--- src/rtl/gt_frame_pkg.sv ---
// gt_frame_pkg: shared FSM state encoding, K-character constants and PRBS-31 definition
package gt_frame_pkg;
  typedef enum logic [2:0] {S_IDLE, S_ALIGN, S_SOP, S_PAYLOAD, S_CC} state_t;
  localparam logic [7:0] K_SOP   = 8'hFB;
  localparam logic [7:0] K_COMMA = 8'hBC;
  localparam logic [7:0] K_CC    = 8'h1C;
  // x^31 + x^28 + 1: feedback from the bits generated 31 and 28 steps earlier
  localparam int PRBS_TAP_A = 30;
  localparam int PRBS_TAP_B = 27;
  localparam logic [30:0] PRBS_SEED = 31'h7FFFFFFF;
endpackage

--- src/rtl/gt_prbs_par.sv ---
// gt_prbs_par: parallel PRBS-31 generator, WIDTH bits per advance
//   clk, rst_n (sync, active-low) | advance: step state by WIDTH bits
//   reseed: load PRBS_SEED (wins over advance) | word: current word, bit 0 generated first
module gt_prbs_par
  import gt_frame_pkg::*;
#(
  parameter int WIDTH = 32
) (
  input  logic             clk,
  input  logic             rst_n,
  input  logic             advance,
  input  logic             reseed,
  output logic [WIDTH-1:0] word
);
  logic [30:0] state, state_nxt;
  always_comb begin
    state_nxt = state;
    word = '0;
    for (int i = 0; i < WIDTH; i++) begin
      state_nxt = {state_nxt[29:0], state_nxt[PRBS_TAP_A] ^ state_nxt[PRBS_TAP_B]};
      word[i] = state_nxt[0];
    end
  end
  always_ff @(posedge clk)
    if (!rst_n || reseed) state <= PRBS_SEED;
    else if (advance) state <= state_nxt;
endmodule

--- src/rtl/gt_frame_gen_prbs.sv ---
// gt_frame_gen_prbs: GT TX frame generator (comma align, SOP + PRBS-31 frames, CC bursts)
//   USER_CLK, SYSTEM_RESET_N (sync, active-low), TX_RESETDONE_IN (low forces realign)
//   INJECT_ERR_IN: one-shot bit-0 error request, active only with GT_FRAME_GEN_ERR_INJECT_EN
//   TX_DATA_OUT / TXCHARISK_OUT: registered word and per-byte K flags
//   TX_FRAME_START_OUT, TX_CC_OUT, ERR_INJECTED_OUT: pulses aligned with their word
//   FRAME_COUNT_OUT: completed frames, cleared only by reset
module gt_frame_gen_prbs
  import gt_frame_pkg::*;
#(
  parameter int TX_DATA_WIDTH  = 32,
  parameter int TXCTRL_WIDTH   = TX_DATA_WIDTH / 8,
  parameter int WORDS_IN_FRAME = 512,
  parameter int ALIGN_WORDS    = 64,
  parameter int CC_INTERVAL    = 5000,
  parameter int CC_LEN         = 2,
  parameter logic [7:0] START_OF_PACKET_CHAR = K_SOP,
  parameter logic [7:0] COMMA_CHAR           = K_COMMA,
  parameter logic [7:0] CC_CHAR              = K_CC
) (
  input  logic                     USER_CLK,
  input  logic                     SYSTEM_RESET_N,
  input  logic                     TX_RESETDONE_IN,
  input  logic                     INJECT_ERR_IN,
  output logic [TX_DATA_WIDTH-1:0] TX_DATA_OUT,
  output logic [TXCTRL_WIDTH-1:0]  TXCHARISK_OUT,
  output logic                     TX_FRAME_START_OUT,
  output logic                     TX_CC_OUT,
  output logic [15:0]              FRAME_COUNT_OUT,
  output logic                     ERR_INJECTED_OUT
);
  localparam int NB = TX_DATA_WIDTH / 8;
  localparam int AW = $clog2(ALIGN_WORDS + 1);
  localparam int WW = $clog2(WORDS_IN_FRAME);
  localparam int CW = $clog2(CC_INTERVAL + 1);
  localparam int LW = $clog2(CC_LEN + 1);

  state_t state, state_nxt, ret_state, ret_nxt;
  logic [AW-1:0] align_cnt, align_nxt;
  logic [WW-1:0] idx, idx_nxt;
  logic [CW-1:0] cc_cnt, cc_cnt_nxt;
  logic [LW-1:0] cc_len_cnt, cc_len_nxt;
  logic [15:0] frame_nxt;
  logic [TX_DATA_WIDTH-1:0] data_nxt, prbs_word;
  logic [TXCTRL_WIDTH-1:0] k_nxt;
  logic sop_nxt, cc_nxt, err_nxt, advance, reseed, flip;
  logic last_align, last_pay, cc_due, last_cc;

  gt_prbs_par #(.WIDTH(TX_DATA_WIDTH)) u_prbs (
    .clk    (USER_CLK),
    .rst_n  (SYSTEM_RESET_N),
    .advance(advance),
    .reseed (reseed),
    .word   (prbs_word)
  );

  assign last_align = align_cnt == AW'(ALIGN_WORDS - 1);
  assign last_pay   = idx == WW'(WORDS_IN_FRAME - 2);
  assign cc_due     = cc_cnt == CW'(CC_INTERVAL - 1);
  assign last_cc    = cc_len_cnt == LW'(CC_LEN - 1);

`ifdef GT_FRAME_GEN_ERR_INJECT_EN
  logic inj_q, armed;
  assign flip = armed && state == S_PAYLOAD && TX_RESETDONE_IN;
  always_ff @(posedge USER_CLK)
    if (!SYSTEM_RESET_N) begin
      inj_q <= 1'b0;
      armed <= 1'b0;
    end else begin
      inj_q <= INJECT_ERR_IN;
      armed <= TX_RESETDONE_IN && (armed ? !flip : INJECT_ERR_IN && !inj_q);
    end
`else
  logic unused_inj;
  assign unused_inj = INJECT_ERR_IN;
  assign flip = 1'b0;
`endif

  // PRBS sits at the seed outside a frame and is reseeded on the last payload word,
  // so a CC burst between frames leaves the seed in place for the next SOP.
  always_comb begin
    state_nxt  = state;
    ret_nxt    = ret_state;
    align_nxt  = '0;
    idx_nxt    = idx;
    cc_cnt_nxt = '0;
    cc_len_nxt = '0;
    frame_nxt  = FRAME_COUNT_OUT;
    data_nxt   = '0;
    k_nxt      = '0;
    sop_nxt    = 1'b0;
    cc_nxt     = 1'b0;
    err_nxt    = flip;
    advance    = 1'b0;
    reseed     = 1'b1;
    case (state)
      S_IDLE: if (TX_RESETDONE_IN) state_nxt = S_ALIGN;
      S_ALIGN: begin
        data_nxt  = {NB{COMMA_CHAR}};
        k_nxt     = '1;
        align_nxt = last_align ? '0 : align_cnt + 1'b1;
        if (last_align) state_nxt = S_SOP;
      end
      S_SOP: begin
        data_nxt   = {prbs_word[TX_DATA_WIDTH-1:8], START_OF_PACKET_CHAR};
        k_nxt      = TXCTRL_WIDTH'(1);
        sop_nxt    = 1'b1;
        idx_nxt    = '0;
        ret_nxt    = S_PAYLOAD;
        cc_cnt_nxt = cc_due ? '0 : cc_cnt + 1'b1;
        state_nxt  = cc_due ? S_CC : S_PAYLOAD;
      end
      S_PAYLOAD: begin
        data_nxt   = prbs_word ^ TX_DATA_WIDTH'(flip);
        advance    = !last_pay;
        reseed     = last_pay;
        idx_nxt    = last_pay ? '0 : idx + 1'b1;
        frame_nxt  = last_pay ? FRAME_COUNT_OUT + 16'd1 : FRAME_COUNT_OUT;
        if (last_pay) ret_nxt = S_SOP;
        else ret_nxt = S_PAYLOAD;
        cc_cnt_nxt = cc_due ? '0 : cc_cnt + 1'b1;
        state_nxt  = cc_due ? S_CC : ret_nxt;
      end
      S_CC: begin
        data_nxt   = {NB{CC_CHAR}};
        k_nxt      = '1;
        cc_nxt     = 1'b1;
        reseed     = 1'b0;
        cc_len_nxt = last_cc ? '0 : cc_len_cnt + 1'b1;
        if (last_cc) state_nxt = ret_state;
      end
      default: state_nxt = S_IDLE;
    endcase
    // Link loss: abandon the frame without counting it, restart from alignment.
    if (!TX_RESETDONE_IN) begin
      state_nxt  = S_IDLE;
      align_nxt  = '0;
      idx_nxt    = '0;
      cc_cnt_nxt = '0;
      cc_len_nxt = '0;
      frame_nxt  = FRAME_COUNT_OUT;
      data_nxt   = '0;
      k_nxt      = '0;
      sop_nxt    = 1'b0;
      cc_nxt     = 1'b0;
      err_nxt    = 1'b0;
      advance    = 1'b0;
      reseed     = 1'b1;
    end
  end

  always_ff @(posedge USER_CLK)
    if (!SYSTEM_RESET_N) begin
      state              <= S_IDLE;
      ret_state          <= S_SOP;
      align_cnt          <= '0;
      idx                <= '0;
      cc_cnt             <= '0;
      cc_len_cnt         <= '0;
      FRAME_COUNT_OUT    <= '0;
      TX_DATA_OUT        <= '0;
      TXCHARISK_OUT      <= '0;
      TX_FRAME_START_OUT <= 1'b0;
      TX_CC_OUT          <= 1'b0;
      ERR_INJECTED_OUT   <= 1'b0;
    end else begin
      state              <= state_nxt;
      ret_state          <= ret_nxt;
      align_cnt          <= align_nxt;
      idx                <= idx_nxt;
      cc_cnt             <= cc_cnt_nxt;
      cc_len_cnt         <= cc_len_nxt;
      FRAME_COUNT_OUT    <= frame_nxt;
      TX_DATA_OUT        <= data_nxt;
      TXCHARISK_OUT      <= k_nxt;
      TX_FRAME_START_OUT <= sop_nxt;
      TX_CC_OUT          <= cc_nxt;
      ERR_INJECTED_OUT   <= err_nxt;
    end
endmodule

--- config.mk ---
export PLATFORM = sky130hd
export DESIGN_NAME = gt_frame_gen_prbs
export DESIGN_NICKNAME = d
export VERILOG_FILES = /design/src/rtl/gt_frame_pkg.sv /design/src/rtl/gt_prbs_par.sv /design/src/rtl/gt_frame_gen_prbs.sv
export SDC_FILE = /design/constraint.sdc
export NUM_CORES = 1
export LEC_CHECK = 0
export CAP_MARGIN = 10
export CORE_ASPECT_RATIO = 1.75
export CORE_MARGIN = 10
export CORE_UTILIZATION = 55
export CTS_CLUSTER_SIZE = 40
export DETAILED_ROUTE_END_ITERATION = 8
export PLACE_DENSITY = 0.86
export REMOVE_ABC_BUFFERS = 1
export SYNTH_ARGS = -nofsm -noshare
export SYNTH_HDL_FRONTEND = slang
export SYNTH_SLANG_ARGS = --single-unit
--- constraint.sdc ---
create_clock -name USER_CLK -period 1.95 [get_ports USER_CLK]
set_clock_uncertainty 0.1 [all_clocks]
set_input_delay 0.195 -clock USER_CLK [delete_from_list [all_inputs] [get_ports USER_CLK]]
set_output_delay 0.195 -clock USER_CLK [all_outputs]
set_load 0.02 [all_outputs]
==> flow_summary.ini, run 1 <==
[place]
globalplace.congestion = 0.866
dp_cells = 682
hpwl_um = 8180
dpl_cell_area_mm2 = 0.00556
numPortBuffers = 56

[worst_setup_path]
arrival_ps = 2120
start_kind = flop
cp-end-kind = flop
critPathMaxFanout = 16
path_common_cell = buf_4
path_cells = buf_4, nor2b_1, nand2_1, or2_1, buf_4, a221oi_1
reg2regPathDepth = 6
crit_slowest_cell = dfxtp_1
crit_type = reg2reg
slowest_delay_ps = 410
worst_ep_required_time_ps = 2160

[synth]
ys.flop_type = dfxtp_1
synth_top_cell_by_area = dfxtp_1
ys_top_cells_by_area = dfxtp_1 50%, xnor2_1 7.6%, o211ai_1 4.7%
yosysTopAreaCellShare_pct = 49.7
synth_compound_area_share_pct = 13.5
async_flop_share_pct = 0
synth_warnings = 0
synth_top_family_by_area = simple AND/OR/NAND/NOR gates
synth_cells = 512
synthXorXnorAreaFrac_pct = 9.40
synthSimpleGateAreaFrac_pct = 20.0
synth-seq-cells = 118
synthMuxAreaShare_pct = 1.26
synth.distinct_cells = 50
seq_area_frac_synth_pct = 49.7
syn-cell-area_mm2 = 0.00475
synthAdderAreaFrac_pct = 1.58
syn_area_per_cell_um2 = 9.28
synth-edff-count = 0

[cts]
numClockSinks = 118
clock_path_buffers = 2
insertion_delay_ps = 420
tritoncts = built
h-tree-depth = 4
cts_root_buf = clkbuf_16
cts_buffers = 17
clk_pin_slew_ps = 50
postCtsHoldBufs = 0

[global_route]
grt_use_total_pct = 19.1
antenna_found_initial = 0
grt_pass1_vias = 4219
grt_pass1_wl_um = 20000
grt.overflow.total = 0
grt_start_max_net_pins = 32

[detailed_routing]
postRouteAntennaNets = 0
vias = 4151
wl_per_cell_um = 17.5
drtPass1Iterations = 5
wirelength_um = 12500
drt-initial-drc-count = 370
post-route-drc-count = 0
drt-vias-per-instance = 5.79

[timing]
slew_viol_final = 0
fmax_mhz = 524
whs_ps = 334
finalCritPeriodShare_pct = 97.9
fin_crit_ps = 1910
tns_ps = 0
setup_viol = 0
hold_viol = 0

[final_layout]
diodes = 0
layout_common_cells = 117 x dfxtp_1, 57 x nand2_1, 56 x clkdlybuf4s50_1
areaGrowthSynthToFinish_pct = 31.3
fin_cells = 717
nets = 601
fin_util_pct = 74.6
final_common_cell = dfxtp_1
drive_gt1_share_pct = 12.6
final_cell_area_mm2 = 0.00624

[floorplan]
dieArea_mm2 = 0.0129
rows = 44
start_util_pct = 56.8
num_io_pins = 59
die_width_um = 90.3
die_y_um = 143
fp.coreArea_mm2 = 0.00837

[power_and_ir_drop]
power_density_mw_per_mm2 = 896
total_leakage_power_nw = 2.39
ir_worst_vdd_v = 0.000692

[min_path]
hold_class = reg2reg
hold_depth = 1

[outcome]
status = completed

[flow_run]
cap_violations = 0
-- layer usage --
| layer | track usage, % | part of all wire [%] |
|---|---|---|
| met5 | 0 | 0 |
| met4 | 13.3 | 3.8 |
| met3 | 5.72 | 5.3 |
| met2 | 35.0 | 54 |
| met1 | 17.8 | 37 |
-- cells by family (layout without fill, tap and decap cells) --
| logic type | after synthesis | count (layout) |
|---|---|---|
| AOI/OAI and AO/OA | 99 | 99 |
| xor gates and xnor gates | 51 | 51 |
| adders and majority gates | 6 | 6 |
| buffers and inverters | 42 | 132 |
| DFF | 118 | 118 |
| muxes | 6 | 6 |
| other | 1 | 1 |
| and+or+nand+nor | 189 | 189 |
-- registers in the layout (all words and copies together) (netlist names) --
signal / flops
cc_len_cnt: 2
FRAME_COUNT_OUT: 16
cc_cnt: 13
align_cnt: 7
ret_state: 1
idx: 9
TXCHARISK_OUT: 2
TX_FRAME_START_OUT: 1
TX_DATA_OUT: 32
u_prbs.state: 31
state: 3
TX_CC_OUT: 1
-- stage by stage --
stage | setup slack (ps) | total power, mW
after floorplan | -1510 | 2.57
after global placement | -19.5 | 2.66
after detailed placement | -91.3 | 2.66
after CTS | 42.8 | 5.60
after global routing | -39.3 | 5.75
final | 40.1 | 5.59
-- Yosys cell counts, types with 2 or more instances --
master / n
a211oi_1: 2
a21oi_1: 31
a2bb2oi_1: 2
a31oi_1: 7
and3_1: 2
and4_1: 3
and4_4: 2
buf_1: 2
buf_2: 7
buf_4: 6
buf_6: 3
clkbuf_1: 11
dfxtp_1: 118
ha_1: 6
inv_1: 12
mux2i_1: 6
nand2_1: 57
nand3_1: 18
nand4_1: 11
nor2_1: 49
nor3_1: 10
nor4_1: 4
o211a_1: 2
o211ai_1: 30
o21ai_0: 9
o21ai_1: 2
o31ai_1: 11
or3_1: 5
or4_1: 14
xnor2_1: 41
xor2_1: 10
-- path summary, 6_finish.rpt --
kind	from	endpoint	slack, ps
setup reg to reg	state[1]	state[1]	40
hold / removal	cc_len_cnt[0]	cc_len_cnt[0]	330
setup / recovery	state[1]	state[1]	40
hold reg to reg	cc_len_cnt[0]	cc_len_cnt[0]	330
-- where the power goes --
part	switching [mW]	internal, mW
sequential	0.0110	2.44
combinational	0.101	0.0690
clock	1.05	1.92
-- layout make-up --
class | count | area [um2]
clock buffers | 21 | 460
clock inverters | 9 | 104
fillers | 563 | 2130
inverters | 12 | 45.0
multi-input cells | 352 | 2250
flip-flops and latches | 118 | 2360
well taps | 115 | 144
repair buffers | 90 | 875
-- critical path: cells and delay by family, from the launching register on --
family / cells / cell delay, ps
compound gates: 1 / 320
buf+inv: 2 / 400
flops: 1 / 410
simple gates: 3 / 560
-- what timing repair did --
item / CTS / global route
resized for setup: 2 / 9
pin swaps: 0 / 4
endpoints found under the setup margin: 6 / 57
buffers inserted: 0 / 4
cloned: 0 / 1
No activity file was read; power rests on OpenSTA's default activity.
==> run 2, diff against run 1 <==
- CORE_MARGIN: 10 -> unset
==> flow_summary.ini, run 2 (synthesized netlist as in run 1, its figures left out) <==
[floorplan]
num_io_pins = 59
die_width_um = 72.3
dieArea_mm2 = 0.00903
rows = 44
start_util_pct = 57.2
die_y_um = 125
fp.coreArea_mm2 = 0.00831

[worst_setup_path]
cp-end-kind = flop
arrival_ps = 2100
worst_setup_path_startpoint = cc_cnt[10]
crit_type = reg2reg
r2r_end = cc_cnt[10]
rr_startpoint = cc_cnt[10]
reg2regPathDepth = 5
worst_ep_required_time_ps = 2150
r2r_slack_ps = 50
start_kind = flop
critPathMaxFanout = 12

[detailed_routing]
wl_met2_um = 6840
wl_met3_um = 620
wl_met1_um = 4740
drt-initial-drc-count = 285
wirelength_um = 12800
postRouteAntennaNets = 0
vias = 4236
drt-vias-per-instance = 5.88
post-route-drc-count = 0
routed.top_layer = met4
wl_per_cell_um = 17.8
drtPass1Iterations = 4

[global_route]
grt.overflow.total = 0
grt_start_max_net_pins = 34
grt_use_total_pct = 27.5
grt_pass1_wl_um = 19200
grt_pass1_vias = 4163
antenna_found_initial = 0

[timing]
fin_crit_ps = 1900
tns_ps = 0
setup_viol = 0
slew_headroom_pct = 64.3
slew_viol_final = 0
tightest_slew_ps = 536
fmax_mhz = 525
finalCritPeriodShare_pct = 97.7
hold_viol = 0

[min_path]
hold_path_end = cc_len_cnt[0]
hold_class = reg2reg
hold_start = cc_len_cnt[0]
hold_depth = 1

[final_layout]
drive_gt1_share_pct = 13.7
fillers = 531
top_regs = TX_DATA_OUT: 32 flops, u_prbs.state: 31 flops, FRAME_COUNT_OUT: 16 flops
nets = 602
largest_register_ffs = 32
layout_common_cells = 118 x dfxtp_1, 57 x nand2_1, 56 x clkdlybuf4s50_1
seqCellArea_mm2 = 0.00236
multi_input_area_mm2 = 0.00225
diodes = 0
final_cell_area_mm2 = 0.00630
fin_util_pct = 75.8
areaGrowthSynthToFinish_pct = 32.6
regMostFlops = TX_DATA_OUT
fin_cells = 720
final_common_cell = dfxtp_1

[power_and_ir_drop]
power_density_mw_per_mm2 = 900
power_mw = 5.67
total_leakage_power_nw = 2.41
ir_worst_vdd_v = 0.000937

[place]
hpwl_um = 7700
globalplace.congestion = 0.873
dp_cells = 681
dpl_cell_area_mm2 = 0.00555
numPortBuffers = 56

[cts]
numClockSinks = 118
cts_root_buf = clkbuf_16
insertion_delay_ps = 410
clock_path_buffers = 2
h-tree-depth = 4
tritoncts = built
cts_buffers = 17
clk_pin_slew_ps = 50
postCtsHoldBufs = 0

[flow_run]
cap_violations = 0

[outcome]
status = completed
run 2: final cells by class:
cell class | instances | area share [%]
Inverter | 12 | 0.715
Clock buffer | 18 | 6.81
Sequential cell | 118 | 37.5
Tap cell | 115 | 2.28
Timing Repair Buffer | 91 | 14.6
Clock inverter | 14 | 2.42
Multi-Input combinational cell | 352 | 35.7
run 2: timing repair:
item,4_1_cts,5_1_grt
setup endpoints to repair,7,52
gates cloned,0,3
buffers inserted,0,4
hold endpoints to repair,0,0
gates resized for setup,1,13
pin swaps,0,1
run 2: power by group:
group | switching (mW) | internal [mW] | leakage, nW | total [mW]
clock network | 1.17 | 1.89 | 0.273 | 3.05
registers | 0.0115 | 2.43 | 0.954 | 2.44
logic | 0.102 | 0.0703 | 1.18 | 0.173
total | 1.28 | 4.39 | 2.41 | 5.67
run 2: per-layer routing:
layer  up-vias  track usage (%)
li1       1983                -
met1      2038             28.2
met2       163             48.0
met3        52             7.49
met4         0             16.8
met5         -                0
run 2: stage by stage:
step | setup WS [ps] | hold slack (ps)
after floorplan | -1510 | 231
after global placement | -42.9 | 312
after detailed placement | -74.1 | 338
after CTS | 7.94 | 332
after global routing | -52.1 | 355
final | 45.2 | 344
run 2: how the worst max path moves through the flow:
stage	endpoint	slack, ps	cells after the start
after global placement	FRAME_COUNT_OUT[5]	-40	5
final	cc_cnt[10]	50	5
after floorplan	u_prbs.state[19]	-1510	6
after global routing	FRAME_COUNT_OUT[0]	-50	7
after detailed placement	FRAME_COUNT_OUT[14]	-70	5
after CTS	FRAME_COUNT_OUT[7]	8	8
run 2: worst max-delay path, cell delays in order (launching register included):
cell,delay [ps]
dfxtp_1,340
or4b_1,580
nor4_4,320
or2_1,220
buf_6,170
nor2_1,70
